<file path="src/rtl/aes256_sched_if.sv">
// rtl/aes256_sched_if.sv - request, key, device and response signals of aes256_sched
// err_spurious/err_count are present only when AES256_SCHED_ERRCNT_EN is defined.
interface aes256_sched_if;
  logic         key_valid;
  logic [255:0] key_data;
  logic         key_ready;
  logic         ch0_valid, ch1_valid;
  logic         ch0_dec, ch1_dec;
  logic [127:0] ch0_data, ch1_data;
  logic         ch0_ready, ch1_ready;
  logic [127:0] dev_inp;
  logic         dev_ctrl_dataIn;
  logic [1:0]   dev_mod_en;
  logic [127:0] dev_outp;
  logic         dev_ctrl_dataOut;
  logic         rsp_valid;
  logic         rsp_ch;
  logic [127:0] rsp_data;
  logic         key_loaded;
`ifdef AES256_SCHED_ERRCNT_EN
  logic         err_spurious;
  logic [7:0]   err_count;
`endif

  modport slave (
    input  key_valid, key_data, ch0_valid, ch1_valid, ch0_dec, ch1_dec,
           ch0_data, ch1_data, dev_outp, dev_ctrl_dataOut,
`ifdef AES256_SCHED_ERRCNT_EN
    output err_spurious, err_count,
`endif
    output key_ready, ch0_ready, ch1_ready, dev_inp, dev_ctrl_dataIn, dev_mod_en,
           rsp_valid, rsp_ch, rsp_data, key_loaded
  );

  modport master (
    output key_valid, key_data, ch0_valid, ch1_valid, ch0_dec, ch1_dec,
           ch0_data, ch1_data, dev_outp, dev_ctrl_dataOut,
`ifdef AES256_SCHED_ERRCNT_EN
    input  err_spurious, err_count,
`endif
    input  key_ready, ch0_ready, ch1_ready, dev_inp, dev_ctrl_dataIn, dev_mod_en,
           rsp_valid, rsp_ch, rsp_data, key_loaded
  );
endinterface

</file>
<file path="src/rtl/aes256_sched.sv">
// rtl/aes256_sched.sv - two-channel scheduler and key loader in front of an AES-256 device
// Define AES256_SCHED_ERRCNT_EN to add err_spurious/err_count for unexpected device results.
module aes256_sched #(
  parameter int FIFO_DEPTH = 4
) (
  input logic          clk,
  input logic          resetn,
  aes256_sched_if.slave bus
);
  localparam int PW = $clog2(FIFO_DEPTH);
  localparam logic [PW:0] FULL = (PW+1)'(FIFO_DEPTH);

  typedef enum logic [1:0] {IDLE, DRAIN, KEY_LO, KEY_HI} state_t;
  state_t state, state_nxt;

  logic [PW:0]           count;
  logic [PW-1:0]         wr_ptr, rd_ptr;
  logic [FIFO_DEPTH-1:0] tag_mem;
  logic                  rr_prio;
  logic                  key_loaded;
  logic [127:0]          key_hi;
  logic [127:0]          dev_inp_q;
  logic [1:0]            dev_mod_q;
  logic                  dev_in_q;
  logic                  rsp_valid_q, rsp_ch_q;
  logic [127:0]          rsp_data_q;
  logic                  gnt0, gnt1, key_rdy, set_loaded, ch_xfer, pop;

  // Readies come only from state, count, key_loaded, rr_prio and the valids.
  always_comb begin
    state_nxt  = state;
    gnt0       = 1'b0;
    gnt1       = 1'b0;
    key_rdy    = 1'b0;
    set_loaded = 1'b0;
    case (state)
      IDLE: begin
        if (bus.key_valid) begin
          state_nxt = DRAIN;
        end else if (key_loaded && count < FULL) begin
          if (bus.ch0_valid && (!bus.ch1_valid || !rr_prio)) gnt0 = 1'b1;
          else if (bus.ch1_valid)                           gnt1 = 1'b1;
        end
      end
      DRAIN: begin
        if (!bus.key_valid) begin
          state_nxt = IDLE;
        end else if (count == '0) begin
          key_rdy   = 1'b1;
          state_nxt = KEY_LO;
        end
      end
      KEY_LO: state_nxt = KEY_HI;
      KEY_HI: begin
        set_loaded = 1'b1;
        state_nxt  = IDLE;
      end
      default: state_nxt = IDLE;
    endcase
  end

  assign ch_xfer = gnt0 | gnt1;
  assign pop     = bus.dev_ctrl_dataOut && (count != '0);

  always_ff @(posedge clk or negedge resetn) begin
    if (!resetn) state <= IDLE;
    else         state <= state_nxt;
  end

  always_ff @(posedge clk or negedge resetn) begin
    if (!resetn) begin
      count       <= '0;
      wr_ptr      <= '0;
      rd_ptr      <= '0;
      tag_mem     <= '0;
      rr_prio     <= 1'b0;
      key_loaded  <= 1'b0;
      key_hi      <= '0;
      dev_inp_q   <= '0;
      dev_mod_q   <= '0;
      dev_in_q    <= 1'b0;
      rsp_valid_q <= 1'b0;
      rsp_ch_q    <= 1'b0;
      rsp_data_q  <= '0;
    end else begin
      dev_in_q <= ch_xfer | key_rdy | (state == KEY_LO);
      if (ch_xfer) begin
        dev_inp_q <= gnt1 ? bus.ch1_data : bus.ch0_data;
        dev_mod_q <= {1'b0, gnt1 ? bus.ch1_dec : bus.ch0_dec};
        rr_prio   <= gnt0;
        tag_mem[wr_ptr] <= gnt1;
        wr_ptr    <= wr_ptr + 1'b1;
      end else if (key_rdy) begin
        dev_inp_q <= bus.key_data[127:0];
        dev_mod_q <= 2'b10;
        key_hi    <= bus.key_data[255:128];
      end else if (state == KEY_LO) begin
        dev_inp_q <= key_hi;
        dev_mod_q <= 2'b10;
      end
      if (set_loaded) key_loaded <= 1'b1;

      // Pointers wrap naturally because FIFO_DEPTH is a power of two.
      if (pop) rd_ptr <= rd_ptr + 1'b1;
      case ({ch_xfer, pop})
        2'b10:   count <= count + 1'b1;
        2'b01:   count <= count - 1'b1;
        default: count <= count;
      endcase

      rsp_valid_q <= pop;
      if (pop) begin
        rsp_ch_q   <= tag_mem[rd_ptr];
        rsp_data_q <= bus.dev_outp;
      end
    end
  end

  assign bus.ch0_ready       = gnt0;
  assign bus.ch1_ready       = gnt1;
  assign bus.key_ready       = key_rdy;
  assign bus.dev_inp         = dev_inp_q;
  assign bus.dev_mod_en      = dev_mod_q;
  assign bus.dev_ctrl_dataIn = dev_in_q;
  assign bus.rsp_valid       = rsp_valid_q;
  assign bus.rsp_ch          = rsp_ch_q;
  assign bus.rsp_data        = rsp_data_q;
  assign bus.key_loaded      = key_loaded;

`ifdef AES256_SCHED_ERRCNT_EN
  logic       spurious;
  logic       err_sp_q;
  logic [7:0] err_cnt_q;

  assign spurious = bus.dev_ctrl_dataOut && (count == '0);

  always_ff @(posedge clk or negedge resetn) begin
    if (!resetn) begin
      err_sp_q  <= 1'b0;
      err_cnt_q <= '0;
    end else if (spurious) begin
      err_sp_q <= 1'b1;
      if (err_cnt_q != 8'hff) err_cnt_q <= err_cnt_q + 1'b1;
    end
  end

  assign bus.err_spurious = err_sp_q;
  assign bus.err_count    = err_cnt_q;
`endif
endmodule

</file>
<file path="src/flat_wrapper.sv">
// flat-port wrapper written by rule: the top's interface ports become plain ports
module aes256_sched_flat 
#(
  parameter int FIFO_DEPTH = 4
)
  (clk, resetn, bus_key_valid, bus_key_data, bus_ch0_valid, bus_ch1_valid, bus_ch0_dec, bus_ch1_dec, bus_ch0_data, bus_ch1_data, bus_dev_outp, bus_dev_ctrl_dataOut, bus_key_ready, bus_ch0_ready, bus_ch1_ready, bus_dev_inp, bus_dev_ctrl_dataIn, bus_dev_mod_en, bus_rsp_valid, bus_rsp_ch, bus_rsp_data, bus_key_loaded);
  aes256_sched_if bus_i ();
  input logic clk;
  input logic resetn;
  input wire logic [$bits(bus_i.key_valid)-1:0] bus_key_valid;
  input wire logic [$bits(bus_i.key_data)-1:0] bus_key_data;
  input wire logic [$bits(bus_i.ch0_valid)-1:0] bus_ch0_valid;
  input wire logic [$bits(bus_i.ch1_valid)-1:0] bus_ch1_valid;
  input wire logic [$bits(bus_i.ch0_dec)-1:0] bus_ch0_dec;
  input wire logic [$bits(bus_i.ch1_dec)-1:0] bus_ch1_dec;
  input wire logic [$bits(bus_i.ch0_data)-1:0] bus_ch0_data;
  input wire logic [$bits(bus_i.ch1_data)-1:0] bus_ch1_data;
  input wire logic [$bits(bus_i.dev_outp)-1:0] bus_dev_outp;
  input wire logic [$bits(bus_i.dev_ctrl_dataOut)-1:0] bus_dev_ctrl_dataOut;
  output wire logic [$bits(bus_i.key_ready)-1:0] bus_key_ready;
  output wire logic [$bits(bus_i.ch0_ready)-1:0] bus_ch0_ready;
  output wire logic [$bits(bus_i.ch1_ready)-1:0] bus_ch1_ready;
  output wire logic [$bits(bus_i.dev_inp)-1:0] bus_dev_inp;
  output wire logic [$bits(bus_i.dev_ctrl_dataIn)-1:0] bus_dev_ctrl_dataIn;
  output wire logic [$bits(bus_i.dev_mod_en)-1:0] bus_dev_mod_en;
  output wire logic [$bits(bus_i.rsp_valid)-1:0] bus_rsp_valid;
  output wire logic [$bits(bus_i.rsp_ch)-1:0] bus_rsp_ch;
  output wire logic [$bits(bus_i.rsp_data)-1:0] bus_rsp_data;
  output wire logic [$bits(bus_i.key_loaded)-1:0] bus_key_loaded;
  assign bus_i.key_valid = bus_key_valid;
  assign bus_i.key_data = bus_key_data;
  assign bus_i.ch0_valid = bus_ch0_valid;
  assign bus_i.ch1_valid = bus_ch1_valid;
  assign bus_i.ch0_dec = bus_ch0_dec;
  assign bus_i.ch1_dec = bus_ch1_dec;
  assign bus_i.ch0_data = bus_ch0_data;
  assign bus_i.ch1_data = bus_ch1_data;
  assign bus_i.dev_outp = bus_dev_outp;
  assign bus_i.dev_ctrl_dataOut = bus_dev_ctrl_dataOut;
  assign bus_key_ready = bus_i.key_ready;
  assign bus_ch0_ready = bus_i.ch0_ready;
  assign bus_ch1_ready = bus_i.ch1_ready;
  assign bus_dev_inp = bus_i.dev_inp;
  assign bus_dev_ctrl_dataIn = bus_i.dev_ctrl_dataIn;
  assign bus_dev_mod_en = bus_i.dev_mod_en;
  assign bus_rsp_valid = bus_i.rsp_valid;
  assign bus_rsp_ch = bus_i.rsp_ch;
  assign bus_rsp_data = bus_i.rsp_data;
  assign bus_key_loaded = bus_i.key_loaded;
  aes256_sched #(.FIFO_DEPTH(FIFO_DEPTH)) u_core (.clk(clk), .resetn(resetn), .bus(bus_i));
endmodule
</file>
<file path="config.mk">
export PLATFORM = sky130hd
export DESIGN_NAME = aes256_sched_flat
export DESIGN_NICKNAME = d
export VERILOG_FILES = /design/src/rtl/aes256_sched_if.sv /design/src/rtl/aes256_sched.sv /design/src/flat_wrapper.sv
export SDC_FILE = /design/constraint.sdc
export NUM_CORES = 1
export LEC_CHECK = 0
export BUFFER_PORTS_ARGS = -buffer_cell sky130_fd_sc_hd__buf_2
export CAP_MARGIN = 20
export CORE_AREA = 2 2 355 357
export DETAILED_ROUTE_END_ITERATION = 16
export DIE_AREA = 0 0 357 359
export SYNTH_ARGS = -nofsm -noshare
export SYNTH_HDL_FRONTEND = slang
export SYNTH_SLANG_ARGS = --single-unit
</file>
<file path="constraint.sdc">
create_clock -name clk -period 4.25 [get_ports clk]
set_input_delay 0.425 -clock clk [delete_from_list [all_inputs] [get_ports clk]]
set_output_delay 0.425 -clock clk [all_outputs]
set_load 0.1 [all_outputs]
</file>
==> summary.md, run 1 <==
| Metric | Value |
|---|---|
| Worst slew pin tran | `1.02 ns` |
| Die X | `357 um` |
| Worst setup SP type | `flip-flop` |
| Most frequent cell after synthesis | `nand2_1` |
| Sequential share of the synthesized area | `52.5%` |
| Avg Cell Area, Syn | `10.1 um2` |
| CORE AREA | `125000 um2` |
| Chip height | `359 um` |
| DR DRC count | `0` |
| Average wire per standard cell | `21.9 um` |
| Pwr per Cell Area | `804 nW/um2` |
| Crit path DAT | `2.65 ns` |
| Clock Latency Late Sink | `0.62 ns` |
| Crit Path Category | `flip-flop to primary output` |
| Status | `complete, no violations` |
| FF-to-FF path depth | `6` |
| Initial Util | `15.5%` |
| Post-synth top area cell | `dfrtp_1` |
| Gr ovfl total | `0` |
| P_leak | `14.2 nW` |
| Max Slew Vio Count | `0` |
| Final setup violation count | `0` |
| Worst Setup EP | `bus_ch0_ready` |
| Top cell type's share of synthesized area | `52.5%` |
| Capture point of the worst reg-to-reg path | `u_core.bus.dev_inp[86]` |
| CTS tree | `yes` |
| Setup total negative slack | `0 ns` |
| DRT iter0 DRCs | `1363` |
| Worst VDD drop | `0.000579 V` |
| Crit path depth | `4` |
| Min Tclk post-route | `3.08 ns` |
| Vias in the first global route | `19400` |
| Clock Path Buffers | `3` |
| CTS sink cnt | `404` |
| Die ar. | `128000 um2` |
| GPL Wtd Cong | `0.904` |
| CP Capture Type | `primary output` |
| Cell family with most CP delay | `simple AND/OR/NAND/NOR gates` |
| FILL cells | `13500` |
| CP max stage cell | `nor3b_1` |
| Post-Syn Area | `19300 um2` |
| CP required | `3.83 ns` |
| Worst slack, placed | `1.14 ns` |
| Core Rows | `130` |
| Min-delay worst type | `input port to flip-flop` |
| Yosys warning count | `0` |
| H-Tree Depth | `2` |
| Layout Skew | `0.0307 ns` |
| I/O pins | `913` |
| TritonRoute pass-1 iters | `6` |
| Largest stage delay on the critical path | `0.51 ns` |
| CP Cell Sequence | `nor3b_1, nand2_4, nor2_1, buf_2` |
| Largest net degree at the start of global routing | `133` |
| DR vias/cell | `4.14` |
| Max_cap viols | `0` |
| Global-route wire length before repair | `141000 um` |
| Final WL | `102000 um` |
| Synthesized instance count | `1912` |
| Share of layout cells above drive strength 1 | `41.4%` |
| Routed Antenna Nets | `0` |
| Worst reg2reg setup slack | `1.26 ns` |
| Port bufs | `912` |
| Post-synth cell types | `43` |
| Nets@finish | `3608` |
| Commonest cells in the netlist | `nand2_1 (421), dfrtp_1 (404), mux2_2 (191)` |
| Fmax achieved | `0.325 GHz` |
| Max FO, Critical Path | `29` |
| Crit share post-route | `72.4%` |
| RSZ-0062 raised after global routing | `false` |
| Seq cells post-synth | `404` |
| Seq. cell area | `10100 um2` |
| Initial antenna violation count | `45` |
| Total track usage | `15.3%` |
| DP HPWL | `78400 um` |
| CTS root buf | `clkbuf_16` |
| DR vias | `19300` |
| Area of the multi-input gates | `8440 um2` |
| Final hold violation count | `0` |
| Hold_ws | `0.0573 ns` |
| Clock transition at path regs | `0.06 ns` |
| FFs w/ async S/R, synth | `100%` |
| Area delta synth->final | `53.1%` |
| Post-route setup slack | `1.17 ns` |
| Crit path buf inv count | `1` |
| Syn_nets | `2566` |
| Largest cells by area after synthesis | `dfrtp_1 (52%), mux2_2 (11%), nand2_1 (8.2%)` |
| Num CTS Buffers | `51` |
| Number of synthesized flops with an enable pin | `0` |
| Main flop type after synthesis | `dfrtp_1` |
| Slew margin rel. | `31.6%` |
| Worst setup path start | `u_core.state[0]` |
cells in the final DEF (no fill, tap or decap), types with 3 or more instances in the layout:
cell           count
a211oi_1          51
a21boi_0          15
a21o_1            31
a21oi_1          114
a221o_1           62
a22o_1             4
a31oi_1           15
and3_1            66
buf_12            14
buf_2            910
buf_4             29
clkbuf_1          12
clkbuf_16         53
clkbuf_8           6
clkinv_2           9
clkinv_4           3
dfrtp_1          404
diode_2           24
dlygate4sd3_1    207
ha_1               5
inv_1              5
inv_6              3
mux2_2           191
nand2_1          419
nand2b_1          52
nand3_1          132
nor2_1             7
nor3_1            16
o21ai_0           17
o31ai_1           51
or3_1             51
xnor2_1            3
xor2_1             3
what timing repair did:
item / 4_1_cts / 5_1_grt
resized for setup: 0 / 0
hold endpoints to repair: 288 / 0
buffers inserted: 0 / 0
hold buffers: 207 / 0
per-layer routing:
layer	part of all wire [%]	GRT usage, %
met2	46	24.7
met3	8.7	4.20
met4	3.1	5.71
met5	0.075	0
met1	42	19.3
cell type report:
class / instances / share of cell area [%]
diodes: 24 / 0.204
multi-input cells: 1327 / 28.6
flip-flops and latches: 404 / 34.3
well taps: 1650 / 7.00
clock buffers: 71 / 4.93
inverters: 9 / 0.136
repair buffers: 1161 / 24.2
clock inverters: 18 / 0.607
worst register-to-register path: stages (launching register included):
cell      delay [ns]
dfrtp_1         0.46
nor4bb_4        0.31
buf_4           0.39
and2_4          0.65
buf_12          0.37
mux2_2          0.39
a221o_1         0.30
cells by family after synthesis:
group	count (synthesis)	synth area share, %
buffers and inverters	181	4.09
xor gates and xnor gates	6	0.273
DFF	404	52.5
muxes	194	11.4
adders and majority gates	6	0.429
AOI/OAI and AO/OA	365	13.3
and+or+nand+nor	756	18.1
flip-flops by register name, indices dropped and copies added (netlist names), named ones only:
| register | flops |
|---|---|
| u_core.bus.dev_inp | 128 |
| u_core.bus.rsp_data | 128 |
| u_core.key_hi | 128 |
| u_core.tag_mem | 4 |
| u_core.count | 3 |
| u_core.bus.dev_mod_en | 2 |
| u_core.rd_ptr | 2 |
| u_core.wr_ptr | 2 |
| u_core.bus.dev_ctrl_dataIn | 1 |
| u_core.bus.key_loaded | 1 |
| u_core.bus.rsp_ch | 1 |
| u_core.bus.rsp_valid | 1 |
| u_core.rr_prio | 1 |
| u_core.state | 1 |
power by group:
part | switching (W) | internal (W)
clock | 0.00185 | 0.00251
combinational | 0.0101 | 0.00283
sequential | 0.000981 | 0.00541
total | 0.0130 | 0.0107
worst min path at each step:
| stage | depth (start not counted) | from | endpoint |
|---|---|---|---|
| after floorplan | 0 | resetn | async pin |
| after global placement | 2 | u_core.key_hi[80] | u_core.key_hi[80] |
| after detailed placement | 2 | u_core.key_hi[83] | u_core.key_hi[83] |
| after CTS | 2 | bus_dev_outp[78] | u_core.bus.rsp_data[78] |
| after global routing | 2 | bus_dev_outp[12] | u_core.bus.rsp_data[12] |
| final | 2 | bus_dev_outp[72] | u_core.bus.rsp_data[72] |
per-stage QoR:
stage	area, um2	instances	utilization, %	power, W
final	29500	4664	23.7	0.0237
after global routing	29500	4653	23.6	0.0248
after CTS	29400	4640	23.6	0.0240
after detailed placement	25700	4344	20.6	0.0193
after global placement	25700	4344	20.6	0.0191
after floorplan	19300	1912	-	0.0160
Note: power is estimated with default switching activity, not from simulation.
==> inputs of run 2 (changes only) <==
--- a/config.mk
+++ b/config.mk
@@ -5,6 +5,7 @@
 export SDC_FILE = /design/constraint.sdc
 export NUM_CORES = 1
 export LEC_CHECK = 0
+export ABC_AREA = 1
 export BUFFER_PORTS_ARGS = -buffer_cell sky130_fd_sc_hd__buf_2
 export CAP_MARGIN = 20
 export CORE_AREA = 2 2 355 357
==> constraint.sdc (replaced) <==
create_clock -name clk -period 2.9 [get_ports clk]
set_input_delay 0.29 -clock clk [delete_from_list [all_inputs] [get_ports clk]]
set_output_delay 0.29 -clock clk [all_outputs]
set_load 0.1 [all_outputs]
==> run 2 against run 1 <==
Compared with the run above:
- total power is 54% higher
- sequential cell count is the same
- clock-buffer cell count is 3 lower
- synthesized cell count is 31% higher
- global-route usage increased by 0.10 points
- critical endpoint is now u_core.bus.dev_inp[15]
- final cell count increased by 20%
- clock skew is 0.012 ns higher
- register-to-register slack worse by 1.1 ns
- setup slack lost 1.0 ns
- sequential share of layout area fell by 3.3 points
- largest power group unchanged
==> summary.md, run 2 <==
| Metric | Value |
|---|---|
| Status | `complete, no violations (unchanged)` |
| FILL cells | `13400 (was 13500)` |
| DR DRC count | `0 (unchanged)` |
| Avg Cell Area, Syn | `7.56 um2 (was 10.1 um2)` |
| Crit path DAT | `3.28 ns (was 2.65 ns)` |
| Most common cell after layout, fill and taps aside | `nand2_1 (was buf_2)` |
| Yosys warning count | `0 (unchanged)` |
| Num CTS Buffers | `52 (was 51)` |
| Post-synth top area cell | `dfrtp_1 (unchanged)` |
| Placed Instances | `4962 (was 4344)` |
| Initial Util | `15.2% (was 15.5%)` |
| Int Power | `0.0161 W (was 0.0107 W)` |
| Max FO, Critical Path | `69 (was 29)` |
| Worst setup SP type | `flip-flop (unchanged)` |
| Crit Path Category | `flip-flop to flip-flop (was flip-flop to primary output)` |
| CTS root buf | `clkbuf_16 (unchanged)` |
| Gate power share | `56.1% (was 54.6%)` |
| Min-delay worst type | `input port to flip-flop (unchanged)` |
| Share of layout cells above drive strength 1 | `27.4% (was 41.4%)` |
| Design Area, Final | `32600 um2 (was 29500 um2)` |
| Slew margin rel. | `35.8% (was 31.6%)` |
| Synthesized instance count | `2500 (was 1912)` |
| Layout Skew | `0.0423 ns (was 0.0307 ns)` |
| Worst VDD drop | `0.00109 V (was 0.000579 V)` |
| Sw frac | `55.7% (was 54.7%)` |
| Nets@finish | `4536 (was 3608)` |
| P_leak | `17.4 nW (was 14.2 nW)` |
| Chip height | `359 um (unchanged)` |
| DRT iter0 DRCs | `1609 (was 1363)` |
| Syn_nets | `3154 (was 2566)` |
| Seq cells post-synth | `404 (unchanged)` |
| CP max stage cell | `dlygate4sd3_1 (was nor3b_1)` |
| Flop pwr share | `24.8% (was 27.0%)` |
| Routed Antenna Nets | `0 (unchanged)` |
| FF-to-FF path depth | `10 (was 6)` |
| Power Total | `0.0364 W (was 0.0237 W)` |
| Average wire per standard cell | `18.5 um (was 21.9 um)` |
| Postcts setup bufs | `0 (unchanged)` |
| GPL Wtd Cong | `0.918 (was 0.904)` |
| Main flop type after synthesis | `dfrtp_1 (unchanged)` |
| Setup total negative slack | `0 ns (unchanged)` |
| Top cell type's share of synthesized area | `53.5% (was 52.5%)` |
| Pwr per Cell Area | `1120 nW/um2 (was 804 nW/um2)` |
| Worst Setup EP | `u_core.bus.dev_inp[15] (was bus_ch0_ready)` |
| Port bufs | `912 (unchanged)` |
| Most frequent cell after synthesis | `nand2_1 (unchanged)` |
| CTS sink cnt | `404 (unchanged)` |
| Final WL | `104000 um (was 102000 um)` |
| CTS tree | `yes (unchanged)` |
| Placed inst area | `25500 um2 (was 25700 um2)` |
| Area delta synth->final | `72.4% (was 53.1%)` |
| Capture point of the worst reg-to-reg path | `u_core.bus.dev_inp[15] (was u_core.bus.dev_inp[86])` |
| Core Rows | `130 (unchanged)` |
| Global-route wire length before repair | `148000 um (was 141000 um)` |
| DP HPWL | `73600 um (was 78400 um)` |
| Clock transition at path regs | `0.06 ns (about the same)` |
| Worst r2r src | `u_core.state[0]` |
| Initial antenna violation count | `28 (was 45)` |
| Max_cap viols | `0 (unchanged)` |
| Gr ovfl total | `0 (unchanged)` |
| NetSw | `0.0203 W (was 0.0130 W)` |
| Largest stage delay on the critical path | `0.57 ns (was 0.51 ns)` |
| Final setup violation count | `0 (unchanged)` |
| Clock power share | `19.2% (was 18.4%)` |
| Die ar. | `128000 um2 (unchanged)` |
| CP Capture Type | `flip-flop (was primary output)` |
| Commonest cells in the netlist | `nand2_1 (1412), dfrtp_1 (404), nand3_1 (298) (was nand2_1 (421), dfrtp_1 (404), mux2_2 (191))` |
| Post-route non-filler standard cell count | `5582 (was 4664)` |
| I/O pins | `913 (unchanged)` |
| Largest net degree at the start of global routing | `113 (was 133)` |
| H-Tree Depth | `2 (unchanged)` |
| Vias in the first global route | `23400 (was 19400)` |
| Sequential share of the synthesized area | `53.5% (was 52.5%)` |
| Clock Latency Late Sink | `0.63 ns (was 0.62 ns)` |
| DR vias/cell | `4.02 (was 4.14)` |
| Post-synth cell types | `29 (was 43)` |
| Worst reg2reg setup slack | `0.15 ns (was 1.26 ns)` |
| Commonest cells after routing, fill and taps aside | `nand2_1 (1409), buf_2 (909), dlygate4sd3_1 (515) (was buf_2 (910), nand2_1 (419), dfrtp_1 (404))` |
| Crit share post-route | `94.8%` |
| TritonRoute pass-1 iters | `6 (unchanged)` |
| Number of synthesized flops with an enable pin | `0 (unchanged)` |
| Worst slew pin tran | `0.964 ns (was 1.02 ns)` |
| Total track usage | `15.4% (was 15.3%)` |
| Worst setup path start | `u_core.state[0] (unchanged)` |
| Post-Syn Area | `18900 um2 (was 19300 um2)` |
| FFs w/ async S/R, synth | `100% (unchanged)` |
| Fmax achieved | `0.364 GHz` |
| DR vias | `22400 (was 19300)` |
| Clock Path Buffers | `3 (unchanged)` |
| Min Tclk post-route | `2.75 ns` |
| Final hold violation count | `0 (unchanged)` |
| CORE AREA | `125000 um2 (unchanged)` |
| Max Slew Vio Count | `0 (unchanged)` |
| Die X | `357 um (unchanged)` |
| CP Cell Sequence | `nor2_1, inv_2, nor2_4, o21ai_4, buf_12, nand2_4, buf_16, nand3_1, dlygate4sd3_1, nand2_1 (was nor3b_1, nand2_4, nor2_1, buf_2)` |
| CP required | `3.43 ns (was 3.83 ns)` |
| Largest cells by area after synthesis | `dfrtp_1 (53%), nand2_1 (28%), nand3_1 (7.9%) (was dfrtp_1 (52%), mux2_2 (11%), nand2_1 (8.2%))` |
run 2: cell count changes after synthesis, sizes merged, moves of 67 or more:
cell and delta:
nand2 +993, a21oi -109, inv +107, and3 -67
mux2 -191, clkbuf -82, nand3 +167
run 2: what timing repair did:
| action | 4_1_cts | 5_1_grt |
|---|---|---|
| setup endpoints to repair | 1 | 25 |
| hold buffers | 515 | 0 |
| endpoints found under the hold margin | 426 | 0 |
| gates resized for setup | 1 | 5 |
| cloned | 0 | 1 |
run 2: worst max-delay path, delay by kind of cell, from the launching register on:
family	cells	cell delay, ns
buf+inv	4	1.12
compound gates	1	0.11
simple gates	5	0.88
flops	1	0.44
run 2: power groups by stage:
stage	registers (W)	logic (W)	clock network (W)
global placement	0.00900	0.0194	0
CTS	0.00897	0.0204	0.00724
global route	0.00923	0.0216	0.00742
floorplan	0.0188	0.00471	0
detailed placement	0.00901	0.0195	0
finish	0.00902	0.0204	0.00698
run 2: worst min path at each step:
stage / startpoint / endpoint / depth (start not counted)
final: bus_ch1_data[42] / u_core.bus.dev_inp[42] / 5
after CTS: bus_key_data[22] / u_core.bus.dev_inp[22] / 5
after global routing: bus_ch0_data[4] / u_core.bus.dev_inp[4] / 5
after global placement: resetn / u_core.bus.dev_inp[80] / 1
after detailed placement: resetn / u_core.bus.dev_inp[80] / 1
after floorplan: resetn / async pin / 0
run 2: per-layer routing:
metal | global-route usage, % | up-vias | routed length [um]
met4 | 7.42 | 16 | 5010
li1 | - | 10600 | -
met5 | 0 | - | 103
met2 | 25.8 | 1084 | 48300
met3 | 3.31 | 251 | 7500
met1 | 18.6 | 10500 | 42600
run 2: per-stage QoR:
step	hold WS, ns	setup WS (ns)	utilization [%]
2_1_floorplan	-0.00559	0.355	-
3_3_place_gp	0.379	0.684	20.5
3_5_place_dp	0.379	0.642	20.5
4_1_cts	0.00281	0.0241	26.1
5_1_grt	0.0468	-0.000736	26.1
6_report	0.0559	0.150	26.2
run 2: layout make-up:
cell class / instances / area [um2] / share of cell area [%]
Inverter: 116 / 442 / 1.35
Clock inverter: 26 / 362 / 1.11
Tap cell: 1650 / 2060 / 6.33
Antenna cell: 10 / 25.0 / 0.0768
Timing Repair Buffer: 1482 / 10400 / 32.0
Sequential cell: 404 / 10100 / 31.0
Clock buffer: 68 / 1450 / 4.46
Multi-Input combinational cell: 1826 / 7710 / 23.7
run 2: cells by family (layout without fill, tap and decap cells):
family | Yosys count | after routing | share of synthesized area [%]
flip-flops | 404 | 404 | 53.5
buffers and inverters | 270 | 1692 | 6.24
adder cells (fa/ha/maj) | 6 | 6 | 0.437
XOR/XNOR | 4 | 4 | 0.185
other | 0 | 10 | 0
AO/OA/AOI/OAI | 90 | 90 | 3.33
AND/OR/NAND/NOR | 1726 | 1726 | 36.3
==> inputs of run 3 (changes only) <==
--- a/config.mk
+++ b/config.mk
@@ -9,6 +9,7 @@
 export BUFFER_PORTS_ARGS = -buffer_cell sky130_fd_sc_hd__buf_2
 export CAP_MARGIN = 20
 export CORE_AREA = 2 2 355 357
+export CTS_BUF_LIST = sky130_fd_sc_hd__clkbuf_16
 export DETAILED_ROUTE_END_ITERATION = 16
 export DIE_AREA = 0 0 357 359
 export SYNTH_ARGS = -nofsm -noshare
==> run 3 against run 2 <==
Compared with the run above:
- setup slack gained 0.011 ns
- design area shrank 0.21%
- sequential power is essentially flat
- clock power shrank 3.2%
- clock skew grew 0.0023 ns
- critical path depth is the same
- combinational power is essentially flat
- global-route usage is essentially flat
- maximum frequency grew 0.42%
- sequential share of layout area grew 0.064 points
- worst hold slack gained 0.0030 ns
- die area is the same
- critical path type unchanged
==> summary.md, run 3 (synthesis gave the netlist of run 2 again) <==
| Metric | Value |
|---|---|
| Final setup violation count | `0 (unchanged)` |
| DR vias | `22400 (about the same)` |
| FILL cells | `13400 (about the same)` |
| Layout Skew | `0.0446 ns (was 0.0423 ns)` |
| Crit Path Category | `flip-flop to flip-flop (unchanged)` |
| Routed Antenna Nets | `0 (unchanged)` |
| Setup total negative slack | `0 ns (unchanged)` |
| Largest stage delay on the critical path | `0.57 ns (about the same)` |
| Worst slew pin tran | `0.963 ns (was 0.964 ns)` |
| Slew margin rel. | `35.8% (about the same)` |
| CP max stage cell | `dlygate4sd3_1 (unchanged)` |
| DR DRC count | `0 (unchanged)` |
| Min-delay worst type | `input port to flip-flop (unchanged)` |
| Util after Layout | `26.1% (was 26.2%)` |
| Design Area, Final | `32500 um2 (was 32600 um2)` |
| Postcts setup bufs | `0 (unchanged)` |
| Post-route non-filler standard cell count | `5583 (was 5582)` |
| Chip height | `359 um (unchanged)` |
| Nets@finish | `4536 (unchanged)` |
| Clock Path Buffers | `3 (unchanged)` |
| Core Rows | `130 (unchanged)` |
| Port bufs | `912 (unchanged)` |
| Share of layout cells above drive strength 1 | `27.2% (was 27.4%)` |
| Crit path buf inv count | `4 (unchanged)` |
| Final WL | `104000 um (about the same)` |
| Worst setup path start | `u_core.state[0] (unchanged)` |
| Placed inst area | `25500 um2 (unchanged)` |
| Commonest cells after routing, fill and taps aside | `nand2_1 (1409), buf_2 (909), dlygate4sd3_1 (515) (unchanged)` |
| Total track usage | `15.4% (about the same)` |
| Die ar. | `128000 um2 (unchanged)` |
| Worst reg2reg setup slack | `0.16 ns (was 0.15 ns)` |
| Die X | `357 um (unchanged)` |
| CP required | `3.43 ns (about the same)` |
| Worst VDD drop | `0.00109 V (about the same)` |
| Pwr per Cell Area | `1110 nW/um2 (was 1120 nW/um2)` |
| Max FO, Critical Path | `69 (unchanged)` |
| Crit path DAT | `3.27 ns (was 3.28 ns)` |
| CORE AREA | `125000 um2 (unchanged)` |
| H-Tree Depth | `2 (unchanged)` |
| Hold_ws | `0.0589 ns (was 0.0559 ns)` |
| Max_cap viols | `0 (unchanged)` |
| CTS sink cnt | `404 (unchanged)` |
| I/O pins | `913 (unchanged)` |
| Average wire per standard cell | `18.6 um (was 18.5 um)` |
| Worst r2r src | `u_core.state[0] (unchanged)` |
| Capture point of the worst reg-to-reg path | `u_core.bus.dev_inp[15] (unchanged)` |
| Area delta synth->final | `72.0% (was 72.4%)` |
| CP Cell Sequence | `nor2_1, inv_2, nor2_4, o21ai_4, buf_12, nand2_4, buf_16, nand3_1, dlygate4sd3_1, nand2_1 (unchanged)` |
| Largest net degree at the start of global routing | `113 (unchanged)` |
| Fmax achieved | `0.365 GHz (was 0.364 GHz)` |
| GPL Wtd Cong | `0.918 (unchanged)` |
| DRT iter0 DRCs | `1758 (was 1609)` |
| Status | `complete, no violations (unchanged)` |
| Crit share post-route | `94.4% (was 94.8%)` |
| DP HPWL | `73600 um (unchanged)` |
| Worst Setup EP | `u_core.bus.dev_inp[15] (unchanged)` |
| Num CTS Buffers | `52 (unchanged)` |
| Worst setup SP type | `flip-flop (unchanged)` |
| Min Tclk post-route | `2.74 ns (was 2.75 ns)` |
| Initial Util | `15.2% (unchanged)` |
| TritonRoute pass-1 iters | `6 (unchanged)` |
| Hold-critical path depth | `5 (unchanged)` |
| DR vias/cell | `4.02 (about the same)` |
| Gr ovfl total | `0 (unchanged)` |
| CTS root buf | `clkbuf_16 (unchanged)` |
| Cell family with most CP delay | `buffers and inverters (unchanged)` |
| Final hold violation count | `0 (unchanged)` |
| Most common cell after layout, fill and taps aside | `nand2_1 (unchanged)` |
| P_leak | `17.4 nW (about the same)` |
| CP Capture Type | `flip-flop (unchanged)` |
| Initial antenna violation count | `29 (was 28)` |
| Max Slew Vio Count | `0 (unchanged)` |
| Global-route wire length before repair | `148000 um (about the same)` |
| Placed Instances | `4962 (unchanged)` |
| Vias in the first global route | `23400 (about the same)` |
| Crit path depth | `10 (unchanged)` |
| Clock transition at path regs | `0.06 ns (about the same)` |
| FF-to-FF path depth | `10 (unchanged)` |
| CTS tree | `yes (unchanged)` |
| Clock Latency Late Sink | `0.64 ns (was 0.63 ns)` |
[run 3: per-stage QoR]
| stage | worst slack [ns] | power, W |
|---|---|---|
| after floorplan | 0.355 | 0.0236 |
| after global placement | 0.684 | 0.0284 |
| after detailed placement | 0.642 | 0.0285 |
| after CTS | 0.0241 | 0.0364 |
| after global routing | -0.000736 | 0.0380 |
| final | 0.162 | 0.0362 |
[run 3: worst min-delay path by stage]
stage / from / endpoint / slack (ns)
2_1_floorplan: resetn / async pin / -0.006
3_3_place_gp: resetn / u_core.bus.dev_inp[80] / 0.38
3_5_place_dp: resetn / u_core.bus.dev_inp[80] / 0.38
4_1_cts: bus_key_data[22] / u_core.bus.dev_inp[22] / 0.003
5_1_grt: bus_ch0_data[4] / u_core.bus.dev_inp[4] / 0.05
6_report: bus_ch1_data[42] / u_core.bus.dev_inp[42] / 0.06
[run 3: cell type report]
type                    count  area, um2  share of cell area (%)
clock inverters            41        418                    1.28
clock buffers              53       1330                    4.08
diodes                     11       27.5                  0.0846
well taps                1650       2060                    6.35
inverters                 116        442                    1.36
flip-flops and latches    404      10100                    31.1
repair buffers           1482      10400                    32.1
multi-input cells        1826       7710                    23.7
[run 3: routing by layer]
layer	wire [um]	global-route usage, %	vias up
met5	103	0	-
li1	-	-	10600
met2	48400	25.8	1082
met3	7890	3.21	232
met1	42300	18.7	10500
met4	4930	7.45	16
[run 3: worst min-delay path, cell delays in order]
cell and delay (ns):
buf_2 0.10, nand3_1 0.07, nand3_1 0.09, nand3_1 0.07
nand2_1 0.05
[run 3: repair_timing]
action | in CTS | in global routing
gates resized for setup | 1 | 5
cloned | 0 | 1
endpoints found under the setup margin | 1 | 25
endpoints found under the hold margin | 426 | 0
hold buffers | 515 | 0
[run 3: power by group]
group / switching [W] / internal, W / leakage, nW
combinational: 0.0163 / 0.00405 / 11.4
sequential: 0.00110 / 0.00791 / 5.07
clock: 0.00281 / 0.00395 / 0.882
total: 0.0203 / 0.0159 / 17.4
